==> config.mk <==
export PLATFORM = sky130hd
export DESIGN_NAME = cp0_exception_ctrl_flat
export DESIGN_NICKNAME = d
export VERILOG_FILES = /design/src/rtl/cp0_exception_ctrl_if.sv /design/src/rtl/cp0_exception_ctrl.sv /design/src/flat_wrapper.sv
export SDC_FILE = /design/constraint.sdc
export NUM_CORES = 1
export LEC_CHECK = 0
export CAP_MARGIN = 20
export CORE_MARGIN = 2
export CORE_UTILIZATION = 46
export DETAILED_ROUTE_END_ITERATION = 8
export PLACE_DENSITY = 0.95
export SLEW_MARGIN = 10
export SYNTH_ARGS = -nofsm -noshare
export SYNTH_HDL_FRONTEND = slang
export SYNTH_SLANG_ARGS = --single-unit
==> constraint.sdc <==
create_clock -name clk -period 4.8 [get_ports clk]
set_clock_uncertainty 0.1 [all_clocks]
set_input_delay 0.72 -clock clk [delete_from_list [all_inputs] [get_ports clk]]
set_output_delay 0.72 -clock clk [all_outputs]
set_load 0.01 [all_outputs]
==> src/rtl/cp0_exception_ctrl_if.sv <==
// Pipeline-to-CP0 signal bundle: mfc0/mtc0 access, M-stage exception inputs,
// and the redirect request / return address going back to fetch.
interface cp0_exception_ctrl_if;
    logic [4:0]  addr;
    logic        we;
    logic [31:0] din;
    logic [31:0] dout;
    logic [31:0] vpc;
    logic        bd_in;
    logic [4:0]  exc_code_in;
    logic [5:0]  hw_int;
    logic        eret;
    logic        req;
    logic [31:0] epc_out;

    modport master (
        output addr, we, din, vpc, bd_in, exc_code_in, hw_int, eret,
        input  dout, req, epc_out
    );

    modport slave (
        input  addr, we, din, vpc, bd_in, exc_code_in, hw_int, eret,
        output dout, req, epc_out
    );
endinterface

==> src/rtl/cp0_exception_ctrl.sv <==
// CP0 register file (SR, Cause, EPC, PRId) and exception/interrupt sequencer
// attached at the M stage; raises req when fetch must redirect to the handler.
module cp0_exception_ctrl #(
    parameter logic [31:0] PRID     = 32'h4B46_0001,
    parameter logic [31:0] SR_RESET = 32'h0000_0000
) (
    input logic              clk,
    input logic              reset,
    cp0_exception_ctrl_if.slave bus
);
    localparam logic [31:0] SR_MASK = 32'h0000_FC03;

    logic [31:0] sr;
    logic        cause_bd;
    logic [5:0]  cause_ip;
    logic [4:0]  cause_exc;
    logic [31:0] epc;

    logic        int_req;
    logic        exc_req;
    logic        take;
    logic [31:0] sr_word;
    logic [31:0] cause_word;
    logic [31:0] rd_data;

    // EXL blocks every request source; interrupts still show up in Cause.IP.
    assign int_req = (|(bus.hw_int & sr[15:10])) & sr[0] & ~sr[1];
    assign exc_req = (bus.exc_code_in != 5'd0) & ~sr[1];
    assign take    = (int_req | exc_req) & ~reset;

    always_ff @(posedge clk) begin
        if (reset) begin
            sr        <= SR_RESET & SR_MASK;
            cause_bd  <= 1'b0;
            cause_ip  <= 6'd0;
            cause_exc <= 5'd0;
            epc       <= 32'd0;
        end else begin
            cause_ip <= bus.hw_int;
            if (take) begin
                sr[1]     <= 1'b1;
                cause_exc <= int_req ? 5'd0 : bus.exc_code_in;
                cause_bd  <= bus.bd_in;
                epc       <= bus.bd_in ? (bus.vpc - 32'd4) : bus.vpc;
            end else begin
                if (bus.we && bus.addr == 5'd12) sr  <= bus.din & SR_MASK;
                if (bus.we && bus.addr == 5'd14) epc <= bus.din;
                // Placed after the SR write so eret decides the final EXL value.
                if (bus.eret) sr[1] <= 1'b0;
            end
        end
    end

    assign sr_word    = sr;
    assign cause_word = {cause_bd, 15'd0, cause_ip, 3'd0, cause_exc, 2'd0};

    always_comb begin
        rd_data = 32'd0;
        case (bus.addr)
            5'd12:   rd_data = sr_word;
            5'd13:   rd_data = cause_word;
            5'd14:   rd_data = epc;
            5'd15:   rd_data = PRID;
            default: rd_data = 32'd0;
        endcase
    end

    assign bus.dout    = rd_data;
    assign bus.req     = take;
    assign bus.epc_out = reset ? 32'd0 : epc;
endmodule

==> src/flat_wrapper.sv <==
// flat-port wrapper written by rule: the top's interface ports become plain ports
module cp0_exception_ctrl_flat 
#(
    parameter logic [31:0] PRID     = 32'h4B46_0001,
    parameter logic [31:0] SR_RESET = 32'h0000_0000
)
  (clk, reset, bus_addr, bus_we, bus_din, bus_vpc, bus_bd_in, bus_exc_code_in, bus_hw_int, bus_eret, bus_dout, bus_req, bus_epc_out);
  cp0_exception_ctrl_if bus_i ();
  input logic clk;
  input logic reset;
  input wire logic [$bits(bus_i.addr)-1:0] bus_addr;
  input wire logic [$bits(bus_i.we)-1:0] bus_we;
  input wire logic [$bits(bus_i.din)-1:0] bus_din;
  input wire logic [$bits(bus_i.vpc)-1:0] bus_vpc;
  input wire logic [$bits(bus_i.bd_in)-1:0] bus_bd_in;
  input wire logic [$bits(bus_i.exc_code_in)-1:0] bus_exc_code_in;
  input wire logic [$bits(bus_i.hw_int)-1:0] bus_hw_int;
  input wire logic [$bits(bus_i.eret)-1:0] bus_eret;
  output wire logic [$bits(bus_i.dout)-1:0] bus_dout;
  output wire logic [$bits(bus_i.req)-1:0] bus_req;
  output wire logic [$bits(bus_i.epc_out)-1:0] bus_epc_out;
  assign bus_i.addr = bus_addr;
  assign bus_i.we = bus_we;
  assign bus_i.din = bus_din;
  assign bus_i.vpc = bus_vpc;
  assign bus_i.bd_in = bus_bd_in;
  assign bus_i.exc_code_in = bus_exc_code_in;
  assign bus_i.hw_int = bus_hw_int;
  assign bus_i.eret = bus_eret;
  assign bus_dout = bus_i.dout;
  assign bus_req = bus_i.req;
  assign bus_epc_out = bus_i.epc_out;
  cp0_exception_ctrl #(.PRID(PRID), .SR_RESET(SR_RESET)) u_core (.clk(clk), .reset(reset), .bus(bus_i));
endmodule
# After elaboration in Yosys (flattened, before gate mapping)
# Cells that the tools add are included.
# op_classes
add_sub_neg,1
mul,0
div_mod_pow,0
order_cmp,0
n_eq_ne,4
shift,0
mux,9
bitwise,9
reduce_logical,7
# ops
op,count
32-bit two-way mux,4
32-bit case mux with 4 select lines,1
"32-bit by 3-bit subtractor with 32-bit output, second input constant",1
"5-bit by 4-bit == test with 1-bit output, second input constant",4
6-bit bitwise AND,1
6-bit OR reduction,1
5-bit two-way mux,1
5-bit nonzero test,1
1-bit bitwise AND,4
1-bit NOT,3
3-bit nonzero test,1
1-bit logical AND,2
1-bit two-way mux,2
2-bit two-way mux,1
2-bit AND reduction,1
2-bit nonzero test,1
1-bit bitwise OR,1
# totals
reg_bits,52
latch_bits,0
ram_bits,0
mem_bits_ro,0
input_bits,85
output_inout_bits,65
word_cells,36
memories,0

# Depth between registers and ports, before layout
# logic_depth
ltp_word,8
ltp_mapped,8
depth_no_buf,7

# Least setup slack after synthesis
# Ideal clock, no wire load.
# synth_path
path_type,input-to-output
startpoint,in reset
endpoint,out bus_req
arrival_ps,1745
required_time_ps,3980
slack_ps,2235
path_stages,4
n_path_buf,1
path_cell_list,clkbuf_1 a211oi_2 a21oi_1 inv_1
# synth_via
elab_chain_len,2
# synth_rtl
item,line_no,text
from (decl),flat_wrapper.sv:10,input logic reset;
1-bit NOT,cp0_exception_ctrl.sv:29,assign take = (int_req | exc_req) & ~reset;
1-bit bitwise AND,cp0_exception_ctrl.sv:29,
to (decl),flat_wrapper.sv:20,output wire logic [$bits(bus_i.req)-1:0] bus_req;
# Every way passes these cells.

# Worst setup path in the final report
# layout_path
startpoint,in bus_addr[0]
endpoint,out bus_dout[0]
# layout_via
elab_chain_len,2
word_cells_on_any_way,5
classes_between,eq/ne: 4; mux: 1
# layout_rtl
item,line_no,text
from (decl),flat_wrapper.sv:11,input wire logic [$bits(bus_i.addr)-1:0] bus_addr;
5-bit by 4-bit == test with 1-bit output,cp0_exception_ctrl.sv:59,case (bus.addr)
32-bit case mux with 4 select lines (*),cp0_exception_ctrl.sv:59,
to (decl),flat_wrapper.sv:19,output wire logic [$bits(bus_i.dout)-1:0] bus_dout;
# Mark *: on every way between the ends. The rest lies on a longest branch, timed or not.

==> summary.txt <==
Status
  – Status: completed

Global routing
  – First-pass GRT wire length: 17.8 mm
  – Vias in the first global route: 3581
  – Largest net degree at the start of global routing: 78
  – Antenna violations before repair: 0
  – Total Routing Usage GR: 26.9%
  – Gr ovfl total: 0

Finish
  – Layout fillers: 571
  – Core Util, Final: 69.8%
  – Post-Layout Inst Area: 0.00503 mm²
  – Ratio of cells with drive above 1 in the final layout: 7.28%
  – ANT cells: 0
  – Nets: 621
  – Layout area overhead: 48.0%

Floorplanning
  – Starting Density: 47.1%
  – DIE WIDTH: 90.0 µm
  – Row count: 31
  – Die footprint: 0.00810 mm²
  – Die H: 90.0 µm
  – CORE AREA: 0.00721 mm²
  – I/O pins: 150

Clock network
  – H-tree depth: 2
  – Clock transition at path regs: 0.11 ns
  – Post-CTS Setup Bufs: 0
  – Post-cts resize count: 0
  – Clock sinks: 52
  – Clk root buf: clkbuf_8
  – Clock tree from TritonCTS: yes
  – Number of CTS-inserted buffers: 5
  – Clock latency on the worst-skew pair: 0.30 ns
  – Hold_buf cts: 0
  – Clk buf depth: 2

Synthesis
  – Synth top area share: 30.6%
  – Unique cell type count in the Yosys netlist: 52
  – Ys Warns: 0
  – Mapped Cells: 403
  – Predominant post-synthesis flop cell: dfxtp_1
  – Area contributors post-synth: dfxtp_1, mux2i_1, nor2b_1, xnor2_1, nor2_1
  – Mapped Area: 0.00340 mm²
  – Commonest cells post-synth: dfxtp_1, nor2_1, nor2b_1, mux2i_1, nand2_1
  – Syn_nets: 489
  – Cell taking the most area after synthesis: dfxtp_1
  – Top-count cell post-synth: dfxtp_1
  – Sequential share of the synthesized area: 30.6%
  – #FFs+latches synth: 52
  – Syn avg cell area: 8.44 µm²
  – Post-synth EDFFs: 0
  – Synth async-reset ratio: 0%

Placement
  – Gp weighted congestion: 0.888
  – Placed Area: 0.00494 mm²
  – PortBufs: 149
  – Dpl hpwl: 8.58 mm

Timing
  – TNS Setup: 0 ns
  – Slew Viols, Final: 0
  – Endpoints failing setup: 0
  – Fin Hold WS: 0.368 ns
  – RSZ-0062 raised after global routing: no
  – Max Fclk: 259 MHz
  – Worst-Margin Slew: 0.966 ns
  – Fin crit share: 80.5%
  – Period minus WS final: 3.86 ns
  – Rel. slew slack: 35.6%
  – Final Hold Viols: 0

Drt
  – DR vias/cell: 5.65
  – Vias: 3590
  – Drt drc: 0
  – TritonRoute pass-1 iters: 5
  – ANT nets after route: 0
  – DRT iter0 DRCs: 234
  – Avg WL per Cell: 17.6 µm
  – Final wirelength: 11.2 mm

Pwr
  – Register share of total power: 47.0%
  – Pleak: 1.82 nW
  – Clock power share: 25.5%
  – Sw Share: 30.2%
  – Comb pwr share: 27.5%
  – Sw Pwr: 319 µW
  – Worst IR Drop VDD: 0.148 mV
  – Pwr per Cell Area: 210 mW/mm²
  – Cell Int Power: 736 µW

Worst setup path
  – CP Data Required Time: 3.98 ns
  – Crit. End Element: output pin
  – CP arrival: 3.04 ns
  – CP startpoint kind: primary input
  – Crit-path max FO: 15
  – Setup Crit Path Kind: primary input to output pin

Job
  – Max-cap violations: 0

Worst hold path
  – HP Class: flop to flop
[area by class of cell]
type	count	area, µm²	area share (%)
multi-input cells	317	2230	44.4
well taps	99	124	2.46
clock buffers	5	68.8	1.37
inverters	6	22.5	0.448
repair buffers	153	1520	30.1
flip-flops and latches	52	1040	20.7
clock inverters	3	25.0	0.497
[per-stage QoR]
stage               power (mW)  instances  worst slack, ns
finish                    1.06        635            0.936
global route              1.10        635            0.823
CTS                       1.06        635            0.950
detailed placement       0.792        627            0.956
global placement         0.781        627             1.07
floorplan                0.632        403             2.23
[state kept, by name (all words and copies together), names as in the netlist]
signal            count
u_core.sr             8
u_core.cause_bd       1
u_core.epc           32
u_core.cause_exc      5
u_core.cause_ip       6
[path summary, 6_finish.rpt]
path                           startpoint                           end  slack, ns  depth (start not counted)
min reg2reg  u_core.cause_bd$_SDFFE_PP0P_  u_core.cause_bd$_SDFFE_PP0P_       0.37                          2
min          u_core.cause_bd$_SDFFE_PP0P_  u_core.cause_bd$_SDFFE_PP0P_       0.37                          2
max reg2reg     u_core.sr[1]$_SDFFE_PP0P_    u_core.epc[4]$_SDFFE_PP0P_       2.61                          5
max                           bus_addr[0]                   bus_dout[0]       0.94                          6
[layer usage]
layer / GRT usage [%] / up-vias / routed length (µm)
met3: 2.93 / 22 / 632
met4: 8.72 / 0 / 248
met5: 0 / - / 0
met1: 32.5 / 1702 / 4490
li1: - / 1706 / -
met2: 49.7 / 160 / 5790
[power groups by stage]
stage / combinational, mW / sequential (mW) / clock (mW)
after floorplan: 0.139 / 0.493 / 0
after global placement: 0.279 / 0.503 / 0
after detailed placement: 0.288 / 0.504 / 0
after CTS: 0.289 / 0.494 / 0.272
after global routing: 0.311 / 0.500 / 0.287
final: 0.291 / 0.496 / 0.269
[placed cells by master (no fill, tap or decap), types with 6 or more instances in the layout]
| cell | Yosys | routed |
|---|---|---|
| a22o_1 | 7 | 7 |
| nor2_1 | 40 | 40 |
| a211oi_1 | 14 | 14 |
| o22ai_1 | 8 | 8 |
| and3_1 | 14 | 13 |
| inv_1 | 6 | 6 |
| dfxtp_1 | 52 | 52 |
| nor2b_1 | 38 | 38 |
| a22oi_1 | 9 | 9 |
| mux2_2 | 11 | 11 |
| a21o_1 | 7 | 7 |
| xnor2_1 | 22 | 22 |
| nand2_1 | 30 | 30 |
| a21oi_1 | 7 | 6 |
| mux2i_1 | 34 | 34 |
| nand3_1 | 7 | 7 |
| nor4_1 | 6 | 6 |
| clkdlybuf4s50_1 | 0 | 148 |
| nor3_1 | 12 | 12 |
[critical path, cell delays in order]
cell and delay, ns:
clkdlybuf4s50_1 0.43, and4bb_2 0.51, and2_1 0.40, buf_4 0.27, a221o_1 0.18, clkdlybuf4s50_1 0.53
[logic make-up after synthesis]
kind of cell    count (synthesis)  synth area share, %
fa+ha+maj                       1                0.368
flops                          52                 30.6
compound gates                 74                 16.4
xor+xnor                       25                 6.44
simple gates                  172                 28.5
mux                            45                 13.6
buf+inv                        34                 4.05
Note: power is estimated with default switching activity, not from simulation.
==> edit 1 (same settings) <==
Reset style: asynchronous (`reset`), changed in one clocked block.
--- a/src/rtl/cp0_exception_ctrl.sv
+++ b/src/rtl/cp0_exception_ctrl.sv
@@ -28,7 +28,7 @@
     assign exc_req = (bus.exc_code_in != 5'd0) & ~sr[1];
     assign take    = (int_req | exc_req) & ~reset;
 
-    always_ff @(posedge clk) begin
+    always_ff @(posedge clk or posedge reset) begin
         if (reset) begin
             sr        <= SR_RESET & SR_MASK;
             cause_bd  <= 1'b0;
Formal check against the unedited RTL: differs if reset is asserted again (counterexample within 4 cycles, from zero or initial values and one cycle with reset high); with reset held inactive, the same outputs for 10 cycles.
==> edit 1 against the original RTL <==
Non-clock buffer count is 5 higher. Routed wire length fell by 1.8%. Count of clock-buffer cells in the layout is the same. Sequential share of layout area is 4.5 points higher. Global-route usage shrank 0.93 points. Total power grew 27%. Area after synthesis rose by 2.0%. Clock power hardly changed. Worst setup slack worse by 0.0026 ns. Sequential cell count stayed put. Final area grew 2.5%. Largest cell class unchanged.
==> edit 1: results (changes against the original RTL) <==
[power_and_ir_drop]
power.leakage_nw=1.92  ; +5.5%
vdd.ir_drop.worst_uv=150  ; +1.3%

[finish]
finalInstanceArea_mm2=0.00516  ; +2.5%
num-multi-input-gates=304  ; -4.1%
buf_share_pct=30.5  ; +0.33 points
fillCellCount=569  ; -0.35%
final_layout_size_suffix_gt1_share_pct=6.98  ; -0.29 points
nNonClkInverters=8  ; +2
layout.sequential_cells=52  ; unchanged
buffers_excl_clock=158  ; +3.3%
ff_latch_area_mm2=0.00130  ; +25%

[synthesis]
synth.distinct_cells=43  ; -17%
synth-adder-area-share_pct=0.361  ; -0.0072 points
ys.flop_type=sky130_fd_sc_hd__dfrtp_1
area_share_of_xor_xnor_cells_in_the_synthesized_design_pct=6.82  ; +0.38 points
synth.area.top_cells=sky130_fd_sc_hd__dfrtp_1, sky130_fd_sc_hd__nor2b_1, sky130_fd_sc_hd__a211oi_1
synth_commonest_cells=sky130_fd_sc_hd__nor2b_1, sky130_fd_sc_hd__dfrtp_1, sky130_fd_sc_hd__nor2_1
synth_compound_area_share_pct=15.5  ; -0.82 points
post_synth.cell_area_avg_um2=8.96  ; +6.2%
synth.area.mux_share_pct=5.95  ; -7.7 points
asyncSetResetFlopFracSynth_pct=100  ; +100 points

[global_routing]
vias_in_the_first_global_route=3460  ; -3.4%
grt_start_max_net_pins=77  ; -1.3%
globalRouteTotalUtil_pct=25.9  ; -0.93 points
wire_length_of_the_first_global_routing_pass_mm=17.3  ; -3.2%

[routing]
drt-vias-per-instance=5.57  ; -1.5%

[worst_hold_path]
hold_path_startpoint=u_core.cause_bd

[place]
place_hpwl_mm=8.29  ; -3.5%
placed_area_mm2=0.00504  ; +2.2%
final_wtd_congestion=0.911  ; +2.6%

[setup_path]
timing.rr.start=u_core.sr[11]
critical_path.max_fanout=19  ; +4

[outcome]
status=complete, no violations

[clock_tree]
clock_insertion_delay_worst_skew_ns=0.32  ; +0.02 ns

edit 1: metrics by stage:
step	instances	setup WS, ns	power (mW)
3_5_place_dp	620	0.961	1.07
5_1_grt	629	0.874	1.41
4_1_cts	628	0.942	1.34
3_3_place_gp	620	1.08	1.05
2_1_floorplan	387	2.16	0.824
6_report	629	0.934	1.34
edit 1: path summary, 6_finish.rpt:
kind                       slack (ns)               to  depth (start not counted)
min reg2reg                      0.44  u_core.cause_bd                          1
max in group asynchronous        2.59   u_core.epc[14]                          5
min                              0.44  u_core.cause_bd                          1
min in group asynchronous        1.49    u_core.epc[5]                          4
max reg2reg                      2.31   u_core.epc[14]                          6
max                              0.93      bus_dout[4]                          6
edit 1: layer usage:
metal / GRT usage (%) / part of all wire [%] / vias up
li1: - / - / 1645
met1: 32.4 / 40 / 1664
met2: 45.3 / 50 / 168
met3: 5.51 / 7.6 / 26
met4: 7.32 / 2.4 / 0
met5: 0 / 0 / -
edit 1: where the power goes:
| group | internal, mW | switching (mW) | leakage, nW |
|---|---|---|---|
| Combinational | 0.272 | 0.198 | 1.27 |
| Sequential | 0.527 | 0.0718 | 0.609 |
| Clock | 0.107 | 0.162 | 0.0452 |
edit 1: worst max-delay path, cell delays in order:
cell,delay (ns)
sky130_fd_sc_hd__clkdlybuf4s50_1,0.59
sky130_fd_sc_hd__nand4b_2,0.37
sky130_fd_sc_hd__nor2_2,0.30
sky130_fd_sc_hd__buf_4,0.31
sky130_fd_sc_hd__a22o_1,0.20
sky130_fd_sc_hd__clkdlybuf4s50_1,0.55
==> edit 2 (same flow settings) <==
Without the edit above. `PRID` is set to 32'h4B46_0001 in 2 places; all go to 32'h38748000.
--- a/src/rtl/cp0_exception_ctrl.sv
+++ b/src/rtl/cp0_exception_ctrl.sv
@@ -1,7 +1,7 @@
 // CP0 register file (SR, Cause, EPC, PRId) and exception/interrupt sequencer
 // attached at the M stage; raises req when fetch must redirect to the handler.
 module cp0_exception_ctrl #(
-    parameter logic [31:0] PRID     = 32'h4B46_0001,
+    parameter logic [31:0] PRID     = 32'h38748000,
     parameter logic [31:0] SR_RESET = 32'h0000_0000
 ) (
     input logic              clk,
--- a/src/flat_wrapper.sv
+++ b/src/flat_wrapper.sv
@@ -1,7 +1,7 @@
 // flat-port wrapper written by rule: the top's interface ports become plain ports
 module cp0_exception_ctrl_flat 
 #(
-    parameter logic [31:0] PRID     = 32'h4B46_0001,
+    parameter logic [31:0] PRID     = 32'h38748000,
     parameter logic [31:0] SR_RESET = 32'h0000_0000
 )
   (clk, reset, bus_addr, bus_we, bus_din, bus_vpc, bus_bd_in, bus_exc_code_in, bus_hw_int, bus_eret, bus_dout, bus_req, bus_epc_out);
Check against the original RTL: not equivalent (Yosys sat finds a counterexample within 4 cycles, from zero or initial values and one cycle with reset high).
==> edit 2 against the original RTL <==
Worst setup slack worse by 0.31 ns. Area after synthesis up 2.2%. Hold slack better by 0.0011 ns. Total power up 0.31%. Clock power about the same. Sequential power about the same. Combinational power up 1%. Final area up 0.92%. Sequential cell count unchanged. Routed wire length down 0.95%. Largest cell class unchanged.
==> edit 2: results (changes against the original RTL) <==
[place]
placed_area_mm2=0.00498  ; +0.94%
dp_worst_setup_slack_ns=0.629  ; -0.328 ns
placed_cells_incl_taps=625  ; -0.32%

[setup_path]
crit_path_max_incr_delay_ns=0.72  ; +0.19 ns
r2r_end=u_core.epc[17]
endpoint=bus_dout[4]
timing.rr.start=u_core.sr[14]

[finish]
final_layout_size_suffix_gt1_share_pct=6.93  ; -0.35 points
final_net_count=619  ; -0.32%
fillCellCount=597  ; +4.6%

[timing]
final_min_period_over_clock_period_pct=87.0  ; +6.5 points
relSlewSlack_pct=42.7  ; +7.1 points
hold_slack_ns=0.370  ; +0.00112 ns

[routing]
met1_length_mm=4.57  ; +1.8%
drtPass1Iterations=4  ; -1
drt-total-wl_mm=11.1  ; -0.95%
drt_iter0_markers=120  ; -49%
drt-vias-per-instance=5.61  ; -0.75%

[worst_hold_path]
hold_path_startpoint=u_core.cause_exc[2]
worst_hold_path.endpoint=u_core.cause_exc[2]

[global_routing]
grt_start_max_net_pins=47  ; -40%
wire_length_of_the_first_global_routing_pass_mm=18.0  ; +1.1%
globalRouteTotalUtil_pct=26.5  ; -0.37 points

[outcome]
status=complete, no violations

[power_and_ir_drop]
power.leakage_nw=1.86  ; +2.0%
vdd.ir_drop.worst_uv=135  ; -8.9%

[synthesis]
synth_commonest_cells=sky130_fd_sc_hd__dfxtp_1, sky130_fd_sc_hd__mux2i_1, sky130_fd_sc_hd__nor2b_1
synth.area.top_cells=sky130_fd_sc_hd__dfxtp_1, sky130_fd_sc_hd__mux2i_1, sky130_fd_sc_hd__nor2b_1

==> edit 2: changes by cell type after synthesis, sizes merged, moves of 6 or more <==
| cell | change |
|---|---|
| nor3 | +9 |
| nor2 | -6 |
| o22ai | -8 |
| nand2 | -10 |
| xor2 | +7 |
| mux2i | +7 |
| xnor2 | -8 |
| a21o | +10 |
| mux2 | -10 |
==> edit 2: logic make-up (layout without fill, tap and decap cells) <==
logic type      after synthesis  after routing
flops                        52             52
mux                          42             42
buf+inv                      31            165
fa+ha+maj                     1              1
simple gates                166            166
compound gates               84             84
xor+xnor                     24             24
==> edit 2: layout make-up <==
cell class / count / share of cell area [%]
Multi-Input combinational cell: 317 / 44.8
Timing Repair Buffer: 154 / 30.0
Sequential cell: 52 / 20.5
Tap cell: 99 / 2.44
Clock buffer: 7 / 1.70
Inverter: 3 / 0.370
Clock inverter: 1 / 0.148
==> edit 2: layer usage <==
layer	global-route usage, %	up-vias
met4	9.47	0
met3	3.51	22
met5	0	-
met1	32.3	1673
met2	47.6	151
li1	-	1706
